### config.mk
export PLATFORM = sky130hd
export DESIGN_NAME = int_to_float_pipe
export DESIGN_NICKNAME = d
export VERILOG_FILES = /design/src/rtl/int_to_float_pipe.sv
export SDC_FILE = /design/constraint.sdc
export NUM_CORES = 1
export LEC_CHECK = 0
export ABC_AREA = 1
export BUFFER_PORTS_ARGS = -buffer_cell sky130_fd_sc_hd__buf_2
export CORE_MARGIN = 10
export CORE_UTILIZATION = 60
export DETAILED_ROUTE_END_ITERATION = 10
export MAX_ROUTING_LAYER = met4
export PLACE_DENSITY_LB_ADDON = 0.1
export RECOVER_POWER = 25
export SYNTH_ARGS = -nofsm -noshare
export SYNTH_HDL_FRONTEND = slang
export SYNTH_SLANG_ARGS = --single-unit
### constraint.sdc
create_clock -name clk -period 3.75 [get_ports clk]
set_input_delay 0.75 -clock clk [delete_from_list [all_inputs] [get_ports clk]]
set_output_delay 0.75 -clock clk [all_outputs]
set_load 0.05 [all_outputs]
### src/rtl/int_to_float_pipe.sv
// Four-stage integer to IEEE-754 converter with valid/ready flow control.
// Stages: S1 sign/magnitude, S2 leading-zero count, S3 normalise and exponent,
// S4 round and pack into the output registers. Each stage advances as a unit.
module int_to_float_pipe #(
    parameter int unsigned IN_WIDTH  = 32,
    parameter int unsigned EXP_WIDTH = 8,
    parameter int unsigned MAN_WIDTH = 23
) (
    input  logic                         clk,
    input  logic                         rst,
    input  logic                         in_valid,
    output logic                         in_ready,
    input  logic [IN_WIDTH-1:0]          in_data,
    input  logic                         in_signed,
    input  logic                         in_rnd_trunc,
    output logic                         out_valid,
    input  logic                         out_ready,
    output logic [EXP_WIDTH+MAN_WIDTH:0] out_data,
    output logic                         out_inexact,
    output logic                         out_zero
);

    localparam int unsigned LZC_WIDTH = $clog2(IN_WIDTH + 1);
    localparam int unsigned BIAS      = 2 ** (EXP_WIDTH - 1) - 1;
    // Fraction bits below the hidden one, padded with MAN_WIDTH+2 zeros so that
    // frac, guard and round always exist even for narrow inputs.
    localparam int unsigned EXT_WIDTH = IN_WIDTH + MAN_WIDTH + 1;

    logic advance;

    // Stage registers
    logic                 s1_valid, s1_sign, s1_trunc;
    logic [IN_WIDTH-1:0]  s1_mag;
    logic                 s2_valid, s2_sign, s2_trunc;
    logic [IN_WIDTH-1:0]  s2_mag;
    logic [LZC_WIDTH-1:0] s2_lzc;
    logic                 s3_valid, s3_sign, s3_trunc, s3_zero;
    logic [IN_WIDTH-2:0]  s3_frac;
    logic [EXP_WIDTH-1:0] s3_exp;

    // Combinational stage results
    logic                 in_neg;
    logic [IN_WIDTH-1:0]  in_mag;
    logic [LZC_WIDTH-1:0] lzc;
    logic [IN_WIDTH-1:0]  norm;
    logic [EXT_WIDTH-1:0] ext;
    logic [MAN_WIDTH-1:0] frac, frac_rnd;
    logic                 guard, rnd_bit, sticky, inc, carry;
    logic [EXP_WIDTH-1:0] exp_rnd;

    assign advance  = out_ready | ~out_valid;
    assign in_ready = advance | rst;

    // Sign and magnitude; the most-negative value wraps to 2^(IN_WIDTH-1),
    // which is the correct magnitude when read as unsigned.
    always_comb begin
        in_neg = in_signed & in_data[IN_WIDTH-1];
        in_mag = in_neg ? (-in_data) : in_data;
    end

    // S1: capture operand magnitude and mode bits
    always_ff @(posedge clk) begin
        if (rst) begin
            s1_valid <= 1'b0;
            s1_sign  <= 1'b0;
            s1_trunc <= 1'b0;
            s1_mag   <= '0;
        end else if (advance) begin
            s1_valid <= in_valid;
            s1_sign  <= in_neg;
            s1_trunc <= in_rnd_trunc;
            s1_mag   <= in_mag;
        end
    end

    // Leading-zero count; the highest set bit wins, zero gives IN_WIDTH
    always_comb begin
        lzc = LZC_WIDTH'(IN_WIDTH);
        for (int i = 0; i < IN_WIDTH; i++) begin
            if (s1_mag[i]) begin
                lzc = LZC_WIDTH'(IN_WIDTH - 1 - i);
            end
        end
    end

    // S2: register magnitude with its leading-zero count
    always_ff @(posedge clk) begin
        if (rst) begin
            s2_valid <= 1'b0;
            s2_sign  <= 1'b0;
            s2_trunc <= 1'b0;
            s2_mag   <= '0;
            s2_lzc   <= '0;
        end else if (advance) begin
            s2_valid <= s1_valid;
            s2_sign  <= s1_sign;
            s2_trunc <= s1_trunc;
            s2_mag   <= s1_mag;
            s2_lzc   <= lzc;
        end
    end

    // Normalise so the hidden one lands on the MSB
    always_comb begin
        norm = s2_mag << s2_lzc;
    end

    // S3: split off the hidden bit and form the biased exponent.
    // A zero operand leaves no MSB after normalisation; its exponent is junk
    // and is overridden at packing time.
    always_ff @(posedge clk) begin
        if (rst) begin
            s3_valid <= 1'b0;
            s3_sign  <= 1'b0;
            s3_trunc <= 1'b0;
            s3_zero  <= 1'b0;
            s3_frac  <= '0;
            s3_exp   <= '0;
        end else if (advance) begin
            s3_valid <= s2_valid;
            s3_sign  <= s2_sign;
            s3_trunc <= s2_trunc;
            s3_zero  <= ~norm[IN_WIDTH-1];
            s3_frac  <= norm[IN_WIDTH-2:0];
            s3_exp   <= EXP_WIDTH'(IN_WIDTH - 1 + BIAS - 32'(s2_lzc));
        end
    end

    // Extract frac/guard/round/sticky and apply the rounding increment
    always_comb begin
        ext     = {s3_frac, {(MAN_WIDTH + 2){1'b0}}};
        frac    = ext[EXT_WIDTH-1 -: MAN_WIDTH];
        guard   = ext[EXT_WIDTH-1-MAN_WIDTH];
        rnd_bit = ext[EXT_WIDTH-2-MAN_WIDTH];
        sticky  = |ext[EXT_WIDTH-3-MAN_WIDTH:0];
        inc     = ~s3_trunc & guard & (rnd_bit | sticky | frac[0]);
        {carry, frac_rnd} = {1'b0, frac} + {{MAN_WIDTH{1'b0}}, inc};
        exp_rnd = s3_exp + {{(EXP_WIDTH - 1){1'b0}}, carry};
    end

    // S4: output registers; data only reloads on a valid item so the bus
    // stays quiet across bubbles and holds while stalled
    always_ff @(posedge clk) begin
        if (rst) begin
            out_valid   <= 1'b0;
            out_data    <= '0;
            out_inexact <= 1'b0;
            out_zero    <= 1'b0;
        end else if (advance) begin
            out_valid <= s3_valid;
            if (s3_valid) begin
                if (s3_zero) begin
                    out_data    <= '0;
                    out_inexact <= 1'b0;
                    out_zero    <= 1'b1;
                end else begin
                    out_data    <= {s3_sign, exp_rnd, frac_rnd};
                    out_inexact <= guard | rnd_bit | sticky;
                    out_zero    <= 1'b0;
                end
            end
        end
    end

endmodule

# ---- Word-level counts from Yosys, hierarchy flattened
# Cells that the tools add are included.
dict set report op_classes {
  n_reduce_logical 2
  mux 36
  n_shift 1
  n_addsub 4
  bitwise 12
}
# op n
set ops {}
lappend ops {{2-to-1 mux 6 bit} 32}
lappend ops {{2-to-1 mux 32 bit} 2}
lappend ops {{negator 32 bit} 1}
lappend ops {{left shift 32 x 6 -> 32 bit} 1}
lappend ops {{adder 23 x 1 -> 24 bit} 1}
lappend ops {{adder 8 x 1 -> 8 bit} 1}
lappend ops {{subtractor 8 x 6 -> 8 bit (first input constant)} 1}
lappend ops {{OR 1 bit} 6}
lappend ops {{OR reduction 6 bit} 1}
lappend ops {{AND 1 bit} 3}
lappend ops {{inverter 1 bit} 3}
lappend ops {{2-to-1 mux 1 bit} 2}
lappend ops {{AND reduction 2 bit} 1}
dict set report word_totals {
  inputBits 38
  wordCells 74
  reg_bits 154
}

# ---- Depth between registers and ports, before layout
dict set report depth {
  depth_word 32
  mapped_depth 33
  ltp_nobuf 33
}

# ---- Worst setup path before layout
# No wires, ideal clock.
dict set report synth_path {
  path_kind {input -> register}
  start {input port in_data[0]}
  end {register s1_mag[24]}
  stages 16
  arrival_time_ps 2596
  setup_time_ps 116
  required_ps 3634
  n_path_buf 0
  slack_ps 1038
  path_cell_list {inv_1 ha_1 inv_1 nor3_2 inv_2 nor3_2 inv_2 nor3_4 nand3_2 nor2_4 nand4_4 nor3_4 a41oi_1 or2_0 a32oi_1 inv_1}
}
dict set report synth_between {
  elab_chain_cells 2
}
# element line_no
set synth_lines {}
lappend synth_lines {{start: declaration} 13} ;# input logic [IN_WIDTH-1:0] in_data,
lappend synth_lines {{negator 32 bit} 58} ;# in_mag = in_neg ? (-in_data) : in_data;
lappend synth_lines {{2-to-1 mux 32 bit} 58}
lappend synth_lines {{end signal: assignment} 72} ;# s1_mag <= in_mag;
lappend synth_lines {{end: declaration} 33} ;# logic [IN_WIDTH-1:0] s1_mag;
# Every way passes these cells.
# A chain may end at the register's enable or synchronous reset.

# ---- Worst setup path after layout
dict set report layout_path {
  start {input port out_ready}
  end {output port in_ready}
}
dict set report layout_between {
  elab_chain_cells 2
}
# element line_no
set layout_lines {}
lappend layout_lines {{start: declaration} 17} ;# input logic out_ready,
lappend layout_lines {{OR 1 bit} 51} ;# assign advance = out_ready | ~out_valid;
lappend layout_lines {{OR 1 bit} 52} ;# assign in_ready = advance | rst;
lappend layout_lines {{end: declaration} 12} ;# output logic in_ready,
# Every way passes these cells.

==> run summary <==
RUN STATUS
----------------------------------------------------------------------------
Run status                                                      finished, final reports clean

WORST SETUP PATH
----------------------------------------------------------------------------
Endpoint arrival time on the critical path                           2.51 ns
Critical path capture point type                                 output port
Depth of the worst register-to-register path                              10
Crit path launch type                                             input port
Crit path required time                                              3.00 ns
Crit path largest cell delay                                         0.82 ns
Critical Path, Cell by Cell                                     buf_2 -> nor2_1 -> clkbuf_1 -> inv_1 -> nor2_1 -> inv_2 -> buf_2
Master of the slowest instance on the critical path                 clkbuf_1
Start-to-end type of the worst setup path                       input port to output port
CP max FO                                                                 21

LOGIC SYNTHESIS
----------------------------------------------------------------------------
Number of synthesized flops with an enable pin                             0
Cells after synthesis                                                   1168
Mean instance size in the synthesized netlist                      7.057 um2
Share of synthesized area occupied by flip-flops and latches          0.3740
Number of register bits inferred by synthesis                            154
Count of yosys warnings during synthesis                                   0
Mapped Nets                                                             1211
Synth Flop Type                                                      dfxtp_1
Cell variety after synth                                                  58
Share of synthesized registers carrying an async set or reset              0
Post-Syn Area                                                       8243 um2

GLOBAL ROUTE
----------------------------------------------------------------------------
Global-route wire length before repair                              34870 um
Number of global-route vias before repair                               7287
Global route total overflow                                                0
Global-route usage over all layers                                    0.2332
Initial antenna violation count                                            0
Pin count of the biggest net entering global routing                      90

LAYOUT
----------------------------------------------------------------------------
Final layout net count                                                  1261
Share of cells above drive strength 1                                 0.1196
Fin util                                                              0.6955
Leading cell type in the layout, fill and taps excluded              nand2_1
Number of diodes                                                           0
Area growth syn-to-layout                                             12.63%
Most frequent cells in the layout                               235 x nand2_1, 154 x dfxtp_1, 151 x inv_1, 124 x o21ai_0, 73 x nor2_1

CLOCK TREE
----------------------------------------------------------------------------
Post-CTS Hold Fix Bufs                                                     0
Worst-path clk slew                                                  0.06 ns
Total number of H-tree levels                                              4
Clk Latency, worst-skew pair                                         0.43 ns
Post-CTS setup-driven buffer insertion count                               0
Clock tree buffer depth                                                    2
Root Buffer Master                                                 clkbuf_16
Number of sinks driven by the clock tree                                 154
# resized after CTS                                                        0
Num CTS Buffers                                                           17
TritonCTS clock tree                                                   built

ROUTING
----------------------------------------------------------------------------
DRC Markers                                                                0
Post-detailed-routing wire length                                   20930 um
Via density per instance                                               5.532
Router iterations before antenna repair                                    5
Residual antenna-violating net count after detailed routing                0
Vias after detailed routing                                             7772
Detailed-route wire length per cell                                 14.89 um
DRT iter0 DRCs                                                           490

TIMING
----------------------------------------------------------------------------
Final max-slew violation count                                             0
Hold violation count in the final report                                   0
Worst clock skew                                                 0.007470 ns
Transition time at the pin with the least slew margin               1.102 ns
Total negative setup slack                                              0 ns
Setup violations, final                                                    0
Max-slew headroom at the worst pin                                    0.2653
Clock period minus final worst setup slack                          3.256 ns
Achievable clock frequency                                         307.2 MHz
Setup repair after global routing missed its margin                    false
Fin Hold WS                                                        0.4605 ns
Crit share post-route                                                 0.8682
Final WS setup                                                     0.4944 ns

FLOORPLANNING
----------------------------------------------------------------------------
Starting density of the core                                          0.6175
Core Footprint                                                     13350 um2
Area of the die                                                    18830 um2
Floorplan die height                                                137.2 um
Boundary Pins                                                             74
Die width                                                           137.2 um
Cell row count                                                            42

POWER
----------------------------------------------------------------------------
Worst ir drop on vdd                                                327.0 uV
Power density normalized to cell area                           458.0 nW/um2
Leak Pwr                                                            3.768 nW

PLACED DESIGN
----------------------------------------------------------------------------
Post-detailed-placement half-perimeter wirelength                   15060 um
Total of buffers placed on input and output ports                         73
RD Place Congestion                                                   0.9325
Post-placement worst setup slack                                   0.6397 ns

FLOW RUN
----------------------------------------------------------------------------
Number of max-cap violations                                               0

WORST HOLD PATH
----------------------------------------------------------------------------
Path category of the worst min-delay check                      register to register
Cell depth of the worst min-delay path                                     2

critical path: cells and delay by family:
kind,cells,cell delay [ns]
buffers and inverters,5,1.35
and+or+nand+nor,2,0.41
through the flow:
step / cells / power (mW) / instance area, um2
after CTS: 1405 / 4.259 / 9343
after floorplan: 1168 / 2.367 / 8243
after detailed placement: 1375 / 2.572 / 8758
after global placement: 1375 / 2.562 / 8758
after global routing: 1405 / 4.447 / 9284
final: 1405 / 4.252 / 9284
worst paths after layout:
path	start	to	slack, ns
max	out_ready	in_ready	0.49
min	out_data[11]$_SDFFE_PP0P_	out_data[11]$_SDFFE_PP0P_	0.46
max reg2reg	out_valid$_SDFFE_PP0N_	out_data[22]$_SDFFE_PP0P_	0.76
min reg2reg	out_data[11]$_SDFFE_PP0P_	out_data[11]$_SDFFE_PP0P_	0.46
sequential cells by signal (all words and copies together) (netlist names), 6 cells and up:
| register | count |
|---|---|
| s3_exp | 8 |
| s1_mag | 32 |
| s3_frac | 31 |
| s2_lzc | 6 |
| out_data | 32 |
| s2_mag | 32 |
report_power, final:
part | total, mW | internal [mW] | switching [mW] | leakage, nW
logic | 0.732 | 0.244 | 0.488 | 2.22
registers | 1.82 | 1.75 | 0.0748 | 1.26
clock network | 1.70 | 1.07 | 0.630 | 0.282
total | 4.25 | 3.06 | 1.19 | 3.77
cell type report:
cell class                      count  area [um2]
Clock buffer                       22       464.2
Clock inverter                      8       120.1
Fill cell                        1223        4064
Inverter                          170       638.1
Multi-Input combinational cell    782        4289
Sequential cell                   154        3083
Tap cell                          176       220.2
Timing Repair Buffer               93       469.2
synth_stat cells, drive strengths merged, types with 8 or more instances:
| master | instances | area [um2] |
|---|---|---|
| or2 | 8 | 50.05 |
| o21ai | 130 | 654.4 |
| nor3 | 20 | 170.2 |
| nor2 | 89 | 419.2 |
| inv | 166 | 623.1 |
| buf | 12 | 45.04 |
| nand4 | 8 | 92.58 |
| nand3 | 50 | 287.8 |
| nand2 | 238 | 900.9 |
| a21oi | 64 | 327.8 |
| clkbuf | 50 | 187.7 |
| dfxtp | 154 | 3083 |
| o22ai | 61 | 381.6 |
| mux2i | 22 | 220.2 |
| o211ai | 8 | 60.06 |
| o32ai | 12 | 105.1 |
cell families (layout without fill, tap and decap cells):
group / after synthesis / after routing / share of synthesized area
compound gates: 314 / 314 / 0.2242
xor+xnor: 11 / 11 / 0.01169
fa+ha+maj: 5 / 5 / 0.007590
buf+inv: 232 / 293 / 0.1056
flops: 154 / 154 / 0.3740
mux: 22 / 22 / 0.02672
simple gates: 430 / 430 / 0.2502
metal layers:
layer,track usage,share of wire,up-vias
met5,-,0,-
met4,0.08197,0.021,0
met3,0.03642,0.052,29
met2,0.3751,0.46,203
met1,0.2924,0.46,3520
li1,-,-,4020
No activity file was read; power rests on OpenSTA's default activity.
